File: src/rtl/pipa_sched_pkg.sv
// pipa_sched_pkg: shared types, slot constants and the saturating add used by the PIPA moding scheduler
package pipa_sched_pkg;
  typedef enum logic [1:0] {AX_X, AX_Y, AX_Z, AX_BAD} axis_t;
  typedef logic signed [1:0] mode_t;
  localparam int SLOTS = 6;
  localparam int NOMINAL_PLUS = 3;
  // Symmetric clamp to +/-(2^(w-1)-1) so the most-negative code of a w-bit register never appears
  function automatic logic signed [31:0] sat_add(input logic signed [31:0] a, input logic signed [31:0] b, input int w);
    logic signed [31:0] lim;
    logic signed [31:0] s;
    lim = (32'sd1 <<< (w - 1)) - 32'sd1;
    s = a + b;
    return s > lim ? lim : s < -lim ? -lim : s;
  endfunction
endpackage

File: src/rtl/pipa_axis_moder.sv
// pipa_axis_moder: one PIPA axis -- signed pending count, latched ternary mode, p/m pulse registers
//   SIM_CLK/SIM_RST  clock, synchronous active-low reset
//   latch            slot 5->0 transition: pick this cycle's mode
//   enable           0 forces 3-3 at the latch
//   slot             current (pre-edge) moding slot
//   PIPDAT           AGC data strobe gating the pulse outputs
//   we/delta         command write to this axis
//   p/m              registered pulse outputs; nz = pending nonzero
module pipa_axis_moder import pipa_sched_pkg::*; #(
  parameter int PEND_W = 12,
  parameter int DELTA_W = 8
) (
  input  logic                      SIM_CLK,
  input  logic                      SIM_RST,
  input  logic                      latch,
  input  logic                      enable,
  input  logic [2:0]                slot,
  input  logic                      PIPDAT,
  input  logic                      we,
  input  logic signed [DELTA_W-1:0] delta,
  output logic                      p,
  output logic                      m,
  output logic                      nz
);
  logic signed [PEND_W-1:0] pending;
  mode_t mode, sgn, mode_d, drain;
  logic signed [31:0] sum;
  logic plus_slot;
  // Mode comes from the old pending sign; drain and command delta share one saturation
  always_comb begin
    sgn = pending > 0 ? 2'sd1 : pending < 0 ? -2'sd1 : 2'sd0;
    drain = latch && enable ? sgn : 2'sd0;
    mode_d = latch ? drain : mode;
    sum = sat_add(32'(pending) - 32'(drain), we ? 32'(delta) : 32'sd0, PEND_W);
    plus_slot = int'(slot) < NOMINAL_PLUS + int'(mode);
    nz = pending != 0;
  end
  always_ff @(posedge SIM_CLK) begin
    if (!SIM_RST) begin
      pending <= '0;
      mode <= 2'sd0;
      p <= 1'b0;
      m <= 1'b0;
    end else begin
      pending <= sum[PEND_W-1:0];
      mode <= mode_d;
      p <= PIPDAT & plus_slot;
      m <= PIPDAT & ~plus_slot;
    end
  end
endmodule

File: src/rtl/pipa_moding_scheduler.sv
// pipa_moding_scheduler: sequences the six PIPA pulse lines from PIPASW/PIPDAT with 3-3 ternary moding
//   SIM_CLK/SIM_RST        clock, synchronous active-low reset
//   PIPASW/PIPDAT          AGC slot strobe (rising edge advances slot) and data strobe
//   enable                 apply pending counts at the next slot-0 latch
//   cmd_valid/ready/axis/delta  velocity-increment command port, no backpressure
//   PIPA{X,Y,Z}{p,m}       pulse outputs; slot, busy, cmd_err status
module pipa_moding_scheduler import pipa_sched_pkg::*; #(
  parameter int PEND_W = 12,
  parameter int DELTA_W = 8
) (
  input  logic                      SIM_CLK,
  input  logic                      SIM_RST,
  input  logic                      PIPASW,
  input  logic                      PIPDAT,
  input  logic                      enable,
  input  logic                      cmd_valid,
  output logic                      cmd_ready,
  input  logic [1:0]                cmd_axis,
  input  logic signed [DELTA_W-1:0] cmd_delta,
  output logic                      PIPAXp,
  output logic                      PIPAXm,
  output logic                      PIPAYp,
  output logic                      PIPAYm,
  output logic                      PIPAZp,
  output logic                      PIPAZm,
  output logic [2:0]                slot,
  output logic                      busy,
  output logic                      cmd_err
);
  logic pswd_q, sw_rise, latch, accept;
  logic [2:0] we, nz;
  always_comb begin
    sw_rise = PIPASW & ~pswd_q;
    latch = sw_rise & (slot == 3'(SLOTS - 1));
    accept = cmd_valid & cmd_ready;
    we = {accept & (cmd_axis == AX_Z), accept & (cmd_axis == AX_Y), accept & (cmd_axis == AX_X)};
  end
  always_ff @(posedge SIM_CLK) begin
    if (!SIM_RST) begin
      pswd_q <= 1'b0;
      slot <= 3'(SLOTS - 1);
      cmd_ready <= 1'b0;
      cmd_err <= 1'b0;
      busy <= 1'b0;
    end else begin
      pswd_q <= PIPASW;
      if (sw_rise) slot <= slot == 3'(SLOTS - 1) ? 3'd0 : slot + 3'd1;
      cmd_ready <= 1'b1;
      cmd_err <= cmd_err | (accept & (cmd_axis == AX_BAD));
      busy <= |nz;
    end
  end
  pipa_axis_moder #(.PEND_W(PEND_W), .DELTA_W(DELTA_W)) u_x (
    .SIM_CLK(SIM_CLK), .SIM_RST(SIM_RST), .latch(latch), .enable(enable), .slot(slot),
    .PIPDAT(PIPDAT), .we(we[0]), .delta(cmd_delta), .p(PIPAXp), .m(PIPAXm), .nz(nz[0]));
  pipa_axis_moder #(.PEND_W(PEND_W), .DELTA_W(DELTA_W)) u_y (
    .SIM_CLK(SIM_CLK), .SIM_RST(SIM_RST), .latch(latch), .enable(enable), .slot(slot),
    .PIPDAT(PIPDAT), .we(we[1]), .delta(cmd_delta), .p(PIPAYp), .m(PIPAYm), .nz(nz[1]));
  pipa_axis_moder #(.PEND_W(PEND_W), .DELTA_W(DELTA_W)) u_z (
    .SIM_CLK(SIM_CLK), .SIM_RST(SIM_RST), .latch(latch), .enable(enable), .slot(slot),
    .PIPDAT(PIPDAT), .we(we[2]), .delta(cmd_delta), .p(PIPAZp), .m(PIPAZm), .nz(nz[2]));
endmodule

File: config.mk
export PLATFORM = sky130hd
export DESIGN_NAME = pipa_moding_scheduler
export DESIGN_NICKNAME = d
export VERILOG_FILES = /design/src/rtl/pipa_sched_pkg.sv /design/src/rtl/pipa_axis_moder.sv /design/src/rtl/pipa_moding_scheduler.sv
export SDC_FILE = /design/constraint.sdc
export NUM_CORES = 1
export LEC_CHECK = 0
export CORE_UTILIZATION = 60
export CTS_BUF_LIST = sky130_fd_sc_hd__clkbuf_2
export CTS_CLUSTER_DIAMETER = 100
export DETAILED_ROUTE_END_ITERATION = 7
export HOLD_SLACK_MARGIN = 0.05
export MAX_ROUTING_LAYER = met4
export PLACE_DENSITY = 0.88
export SETUP_SLACK_MARGIN = 0.4
export SLEW_MARGIN = 15
export SYNTH_ARGS = -nofsm -noshare
export SYNTH_HDL_FRONTEND = slang
export SYNTH_SLANG_ARGS = --single-unit
export TNS_END_PERCENT = 10
File: constraint.sdc
create_clock -name SIM_CLK -period 14.8 [get_ports SIM_CLK]
set_input_delay 1.48 -clock SIM_CLK [delete_from_list [all_inputs] [get_ports SIM_CLK]]
set_output_delay 1.48 -clock SIM_CLK [all_outputs]
set_load 0.005 [all_outputs]
# Yosys cells after proc, flatten, opt, wreduce, memory -nomap -nowiden
# Cells that the tools add are included.
[classes]
n_reduce_logical = 9
eq_ne = 4
bitwise_logic = 19
n_mux = 20
add_sub_neg = 10
n_lt_le_gt_ge = 15
[op_table]
columns = ["operator", "count"]
rows = [
  ["13-bit by 32-bit adder with 32-bit output", 3],
  ["32-bit by 12-bit greater-than comparator with 1-bit output (second input constant)", 3],
  ["32-bit by 12-bit less-than comparator with 1-bit output (second input constant)", 3],
  ["4-bit by 32-bit less-than comparator with 1-bit output", 3],
  ["32-bit two-way mux", 3],
  ["32-bit nonzero test", 3],
  ["12-bit by 2-bit subtractor with 13-bit output", 3],
  ["12-bit by 1-bit greater-than comparator with 1-bit output (second input constant)", 3],
  ["12-bit by 1-bit less-than comparator with 1-bit output (second input constant)", 3],
  ["12-bit two-way mux", 3],
  ["11-bit two-way mux", 3],
  ["2-bit two-way mux", 9],
  ["1-bit AND", 13],
  ["3-bit by 2-bit adder with 4-bit output (first input constant)", 3],
  ["2-bit OR reduction", 3],
  ["1-bit inverter", 5],
  ["2-bit == test (second input constant)", 2],
  ["3-bit by 1-bit adder with 3-bit output (second input constant)", 1],
  ["3-bit == test (second input constant)", 1],
  ["3-bit two-way mux", 1],
  ["3-bit OR reduction", 1],
  ["2-bit by 1-bit == test with 1-bit output (second input constant)", 1],
  ["2-bit logical NOT", 1],
  ["1-bit logical AND", 1],
  ["other kinds (2)", 2],
]
[totals]
word_cells = 97
inputBits = 16
output_inout_bits = 12
reg_bits = 55

# Depth between registers and ports, before layout
[logic_depth]
word_depth = 10
depth_mapped = 26
depth_no_buf = 25

# Cells and area by module
# A second synthesis with hierarchy kept.
[unflattened]
hier_cells = 666
hier_area_um2 = 5699.2
[by_module_without_submodules]
columns = ["module", "area_per_inst_um2", "seq_area_each_um2", "n_inst", "cells_each"]
rows = [
  ["pipa_axis_moder at u_x", 1851.8, 320.3, 1, 222],
  ["pipa_axis_moder at u_z", 1786.7, 320.3, 1, 207],
  ["pipa_axis_moder at u_y", 1785.5, 320.3, 1, 210],
  ["pipa_moding_scheduler", 275.3, 140.1, 1, 27],
]

# Worst setup path before layout
# OpenSTA, ideal clock, no wires.
[synth_path]
kind = "in2reg"
from = "input PIPASW"
to = "register u_y.pending[10]"
setup_time_ns = 0.095
slack_ns = 7.913
path_buffers = 2
required_time_ns = 14.705
arrival_ns = 6.792
path_stages = 25
cell_sequence = "nor2b_1 -> nand2_1 -> nor3b_1 -> and2_1 -> nand2_1 -> inv_1 -> fa_1 -> inv_1 -> ha_1 -> clkbuf_1 -> a2111o_1 -> o22a_1 -> a21boi_1 -> o21ai_0 -> a21o_1 -> a21o_1 -> fa_1 -> nor4bb_1 -> nand4_1 -> nor3b_1 -> a21oi_1 -> nor4_1 -> o31ai_1 -> buf_2 -> a221oi_1"
[synth_via]
elab_chain_cells = 9
elab_cells_between_ends = 10
cone_classes = "add/sub: 2; order compare: 2; mux: 3; bitwise: 2; reduce/logical: 1"
[synth_lines]
columns = ["item", "line_no", "text"]
rows = [
  ["start, declared", "pipa_moding_scheduler.sv:13", "input logic PIPASW,"],
  ["1-bit AND *", "pipa_moding_scheduler.sv:33", "sw_rise = PIPASW & ~pswd_q;"],
  ["1-bit AND *", "pipa_moding_scheduler.sv:34", "latch = sw_rise & (slot == 3'(SLOTS - 1));"],
  ["1-bit logical AND *", "pipa_axis_moder.sv:32", "drain = latch && enable ? sgn : 2'sd0;"],
  ["2-bit two-way mux *", "pipa_axis_moder.sv:32", ""],
  ["via u_y.drain[1]", "pipa_axis_moder.sv:26", "mode_t mode, sgn, mode_d, drain;"],
  ["12-bit by 2-bit subtractor with 13-bit output *", "pipa_axis_moder.sv:34", "sum = sat_add(32'(pending) - 32'(drain), we ? 32'(delta) : 32'sd0, PEND_W);"],
  ["13-bit by 32-bit adder with 32-bit output *", "pipa_sched_pkg.sv:12", "s = a + b;"],
  ["32-bit by 12-bit less-than comparator with 1-bit output", "pipa_sched_pkg.sv:13", "return s > lim ? lim : s < -lim ? -lim : s;"],
  ["12-bit two-way mux", "pipa_sched_pkg.sv:13", ""],
  ["11-bit two-way mux *", "pipa_sched_pkg.sv:13", ""],
  ["end signal, assigned", "pipa_axis_moder.sv:45", "pending <= sum[PEND_W-1:0];"],
  ["end, declared", "pipa_axis_moder.sv:25", "logic signed [PEND_W-1:0] pending;"],
]
# Mark *: on every way through the listed nets, which the timed path passes. The rest lies on a longest branch.
# A chain may end at the register's enable or synchronous reset.

# Final worst setup path
[layout_path]
from = "input PIPASW"
to = "register u_y.pending[7]"
# The elaborated chain is that of the path after synthesis.

==> run summary <==
The endpoint of the worst register-to-register path is u_y.pending[7]. The worst setup path is captured at a register. During synthesis, Yosys emitted a total of 0 warnings.

The number of buffers added for setup after CTS came out at 0. After filler insertion, the fill cell instance count of the layout stands at 722. The category of the most critical setup path is input port to register.

The cell area after technology mapping came out at 5650 sq um. The post-synthesis async set-or-reset flop share is 0%. The count of pins on the block boundary is 28.

The final antenna-violating net count came out at 0. The shortest clock period the worst path allows after layout is 8.07 ns. The combined flip-flop and latch cell area came out at 1100 sq um. The total CTS buffers came out at 5. In the final layout, the share of cells above drive strength 1 is 3.76%.

Total power for the finished layout comes to 0.00142 W. The achievable frequency came out at 0.124 GHz. Dividing the detail-routed wire length by the instance count gives 17.0 um. The antenna cell count came out at 0. The cell area power density came out at 234 nW/um^2. After layout, the worst path uses 54.5% of the clock period. The sequential element share of the synthesized area came out at 19.5%. The number of placement rows is 35. The number of hold buffers added after cts came out at 0. In this run, synthesis inferred 0 flip-flops with an integrated enable.

The synthesized netlist net count came out at 783. The HPWL after detailed placement is 11,300 um. The H-tree depth reported by CTS came out at 2. The synthesized design devotes to its leading area cell type 19.5% of total area. The worst-margin pin slew is 1.10 ns. The largest buffer count on any clock path is 2. Summing over every cut layer, the via total after detailed routing is 5,068.

The worst slew margin relative to its limit came out at 25.7%. By area the synthesized netlist is led by dfxtp_1 19%, fa_1 17%, ha_1 11%, inv_1 6.5%, a21oi_1 4.3%. The biggest fanout along the worst timing path is 11. For this design, the sink count on the clock tree is 55. The clock skew came out at 0.0203 ns. The final layout contains 806 nets. The core area is 9200 sq um.

The worst setup path endpoint is u_y.pending[7]. The finished layout holds 803 standard cells, fillers aside. The layout-stage area growth over the synthesis result is 7.44%. After synthesis the netlist holds a flip-flop and latch count of 55. The clock tree root buffer cell is clkbuf_2.

In the synthesized netlist, the cells that appear most often are 98 x inv_1, 57 x nand2_1, 55 x dfxtp_1. Entering global routing, the biggest net connects 23 pins. The setup slack of the worst register-to-register path is 7.89 ns. Once layout is complete, the utilization of the core stands at 66.0%. The number of antenna violations at the first check in global routing came out at 0.

The cell count after synthesis is 668. The run finished with clean final reports. Input and output buffers added on the ports amount to 27. The register clock-pin slew on the reported worst setup and hold paths came out at 0.31 ns. The die area is 9810 sq um. The synthesized design spends more area on one cell type than any other, namely dfxtp_1.

The horizontal die dimension is 99.1 um. The worst-case reg-to-reg path depth came out at 23. The cell count after placement came out at 795. The synthesized netlist contains 76 unique library cells.

The max-slew violation count came out at 0. The wire length of the first global-routing pass is 23,100 um. The worst path required time came out at 15.21 ns. The height of the die is 99.1 um. The number of remaining DRC errors came out at 0. The total global-route track usage is 30.1%. The kind of path behind the tightest hold check is register to register. Setup violations remaining at the end of the flow were counted as 0. Among all flip-flop cells after synthesis, the most frequent one is dfxtp_1. The worst-skew pair later-pin latency came out at 0.48 ns. The worst setup path is launched from an input port. Setup repair after global routing left no endpoint under its margin. The initial utilization of the core area, before any placement, comes to 61.5%. TritonCTS built the clock tree.

The worst voltage drop across the vdd grid came out at 0.157 mV. The worst register-to-register path begins at pswd_q. inv_1 is the most common cell in the netlist. The global placement routability congestion is 0.940.

The number of iterations in the first detailed-routing pass came out at 5. The final hold violation count came to 0. The average cell area after synthesis came out at 8.46 sq um. In the final layout, the multi-input gates occupy 4130 sq um. The number of max-cap violations is 0. The routed wire length came out at 13,600 um. After clock tree synthesis, the repair step resized 0 gates.

The arrival time at the worst endpoint is 8.47 ns. The number of global-route vias before repair is 4,992. The average via count per standard cell came out at 6.31. The most critical setup path has its startpoint at PIPASW. The leakage power is 2.68 nW.

The final global-route overflow total is 0. For the final routed database, the setup TNS stands at 0 ns. The iteration-0 DRC count of the detailed router is 376.
[report_power, final]
| part | internal [W] | switching [W] |
|---|---|---|
| combinational | 0.000468 | 0.000677 |
| sequential | 0.000184 | 0.0000258 |
| clock | 0.0000130 | 0.0000531 |
[routing by layer]
metal  share of wire, %  GRT usage [%]
met1                 42           37.6
met2                 50           52.8
met3                6.3           4.18
met4                1.3           5.20
met5                  0              -
[critical path: stages]
cell and delay (ns):
clkdlybuf4s50_1 0.47, nor2b_1 0.25, nand2_1 0.16, nor3b_1 0.34, and2_1 0.23, nand2_1 0.25, inv_1 0.49, fa_1 0.53
inv_1 0.08, ha_1 0.24, a211oi_1 0.35, o21ai_1 0.24, a311o_1 0.40, and3_1 0.21, nor2_1 0.16, o21bai_1 0.10
fa_1 0.50, nor4bb_1 0.36, nand4_1 0.18, nor3b_1 0.27, a21oi_1 0.11, nor4_1 0.43, o31ai_2 0.29, a221oi_1 0.38
[worst min-delay path by stage]
| stage | startpoint | end | slack (ns) | depth (start not counted) |
|---|---|---|---|---|
| 6_report | u_y.mode[1] | u_y.mode[1] | 0.48 | 2 |
| 5_1_grt | u_y.mode[1] | u_y.mode[1] | 0.50 | 2 |
| 4_1_cts | u_y.mode[1] | u_y.mode[1] | 0.48 | 2 |
| 3_5_place_dp | u_y.mode[1] | u_y.mode[1] | 0.45 | 2 |
| 3_3_place_gp | u_z.mode[1] | u_z.mode[1] | 0.45 | 2 |
| 2_1_floorplan | u_x.mode[1] | u_x.mode[1] | 0.44 | 2 |
[cells by family (layout without fill, tap and decap cells)]
family	Yosys count	after routing	share of synthesized area [%]
AOI/OAI and AO/OA	163	163	20.2
xor gates and xnor gates	24	24	3.72
adders and majority gates	99	99	28.3
buffers and inverters	111	135	7.48
DFF	55	55	19.5
muxes	3	3	0.531
and+or+nand+nor	213	213	20.3
[state kept, by name (all words and copies together) (netlist names)]
signal and cells:
u_x.m 1, u_z.m 1, u_y.pending 12, pswd_q 1, slot 3, u_z.p 1
u_y.mode 2, cmd_err 1, u_x.pending 12, u_y.p 1, u_x.mode 2, u_z.pending 12
u_y.m 1, busy 1, u_x.p 1, cmd_ready 1, u_z.mode 2
[area by class of cell]
type | instances | area share (%)
clock buffers | 5 | 0.412
repair buffers | 28 | 4.57
flip-flops and latches | 55 | 18.1
well taps | 111 | 2.29
inverters | 99 | 6.12
clock inverters | 3 | 0.412
multi-input cells | 502 | 68.1
[stage by stage]
step | instance area, sq um | hold WS [ns] | setup slack [ns]
5_1_grt | 6070 | 0.496 | 6.31
2_1_floorplan | 5650 | 0.436 | 7.91
4_1_cts | 6070 | 0.476 | 6.94
6_report | 6070 | 0.476 | 6.73
3_5_place_dp | 6020 | 0.450 | 6.47
3_3_place_gp | 6020 | 0.445 | 6.76
[placed cells by master (no fill, tap or decap), drive strengths merged, types with 7 or more instances in the layout]
cell           instances
inv                  100
nand2                 57
dfxtp                 55
ha                    51
a21oi                 50
fa                    48
nor2                  30
clkdlybuf4s50         27
o21ai                 23
and2                  20
a211oi                17
nor3                  16
xor2                  14
nor4                  13
nand3                 11
nand2b                11
a21o                  11
a221oi                11
xnor2                 10
nor2b                  9
and3                   9
o211ai                 8
o21bai                 8
nor3b                  7
(Power assumes the default switching activity.)
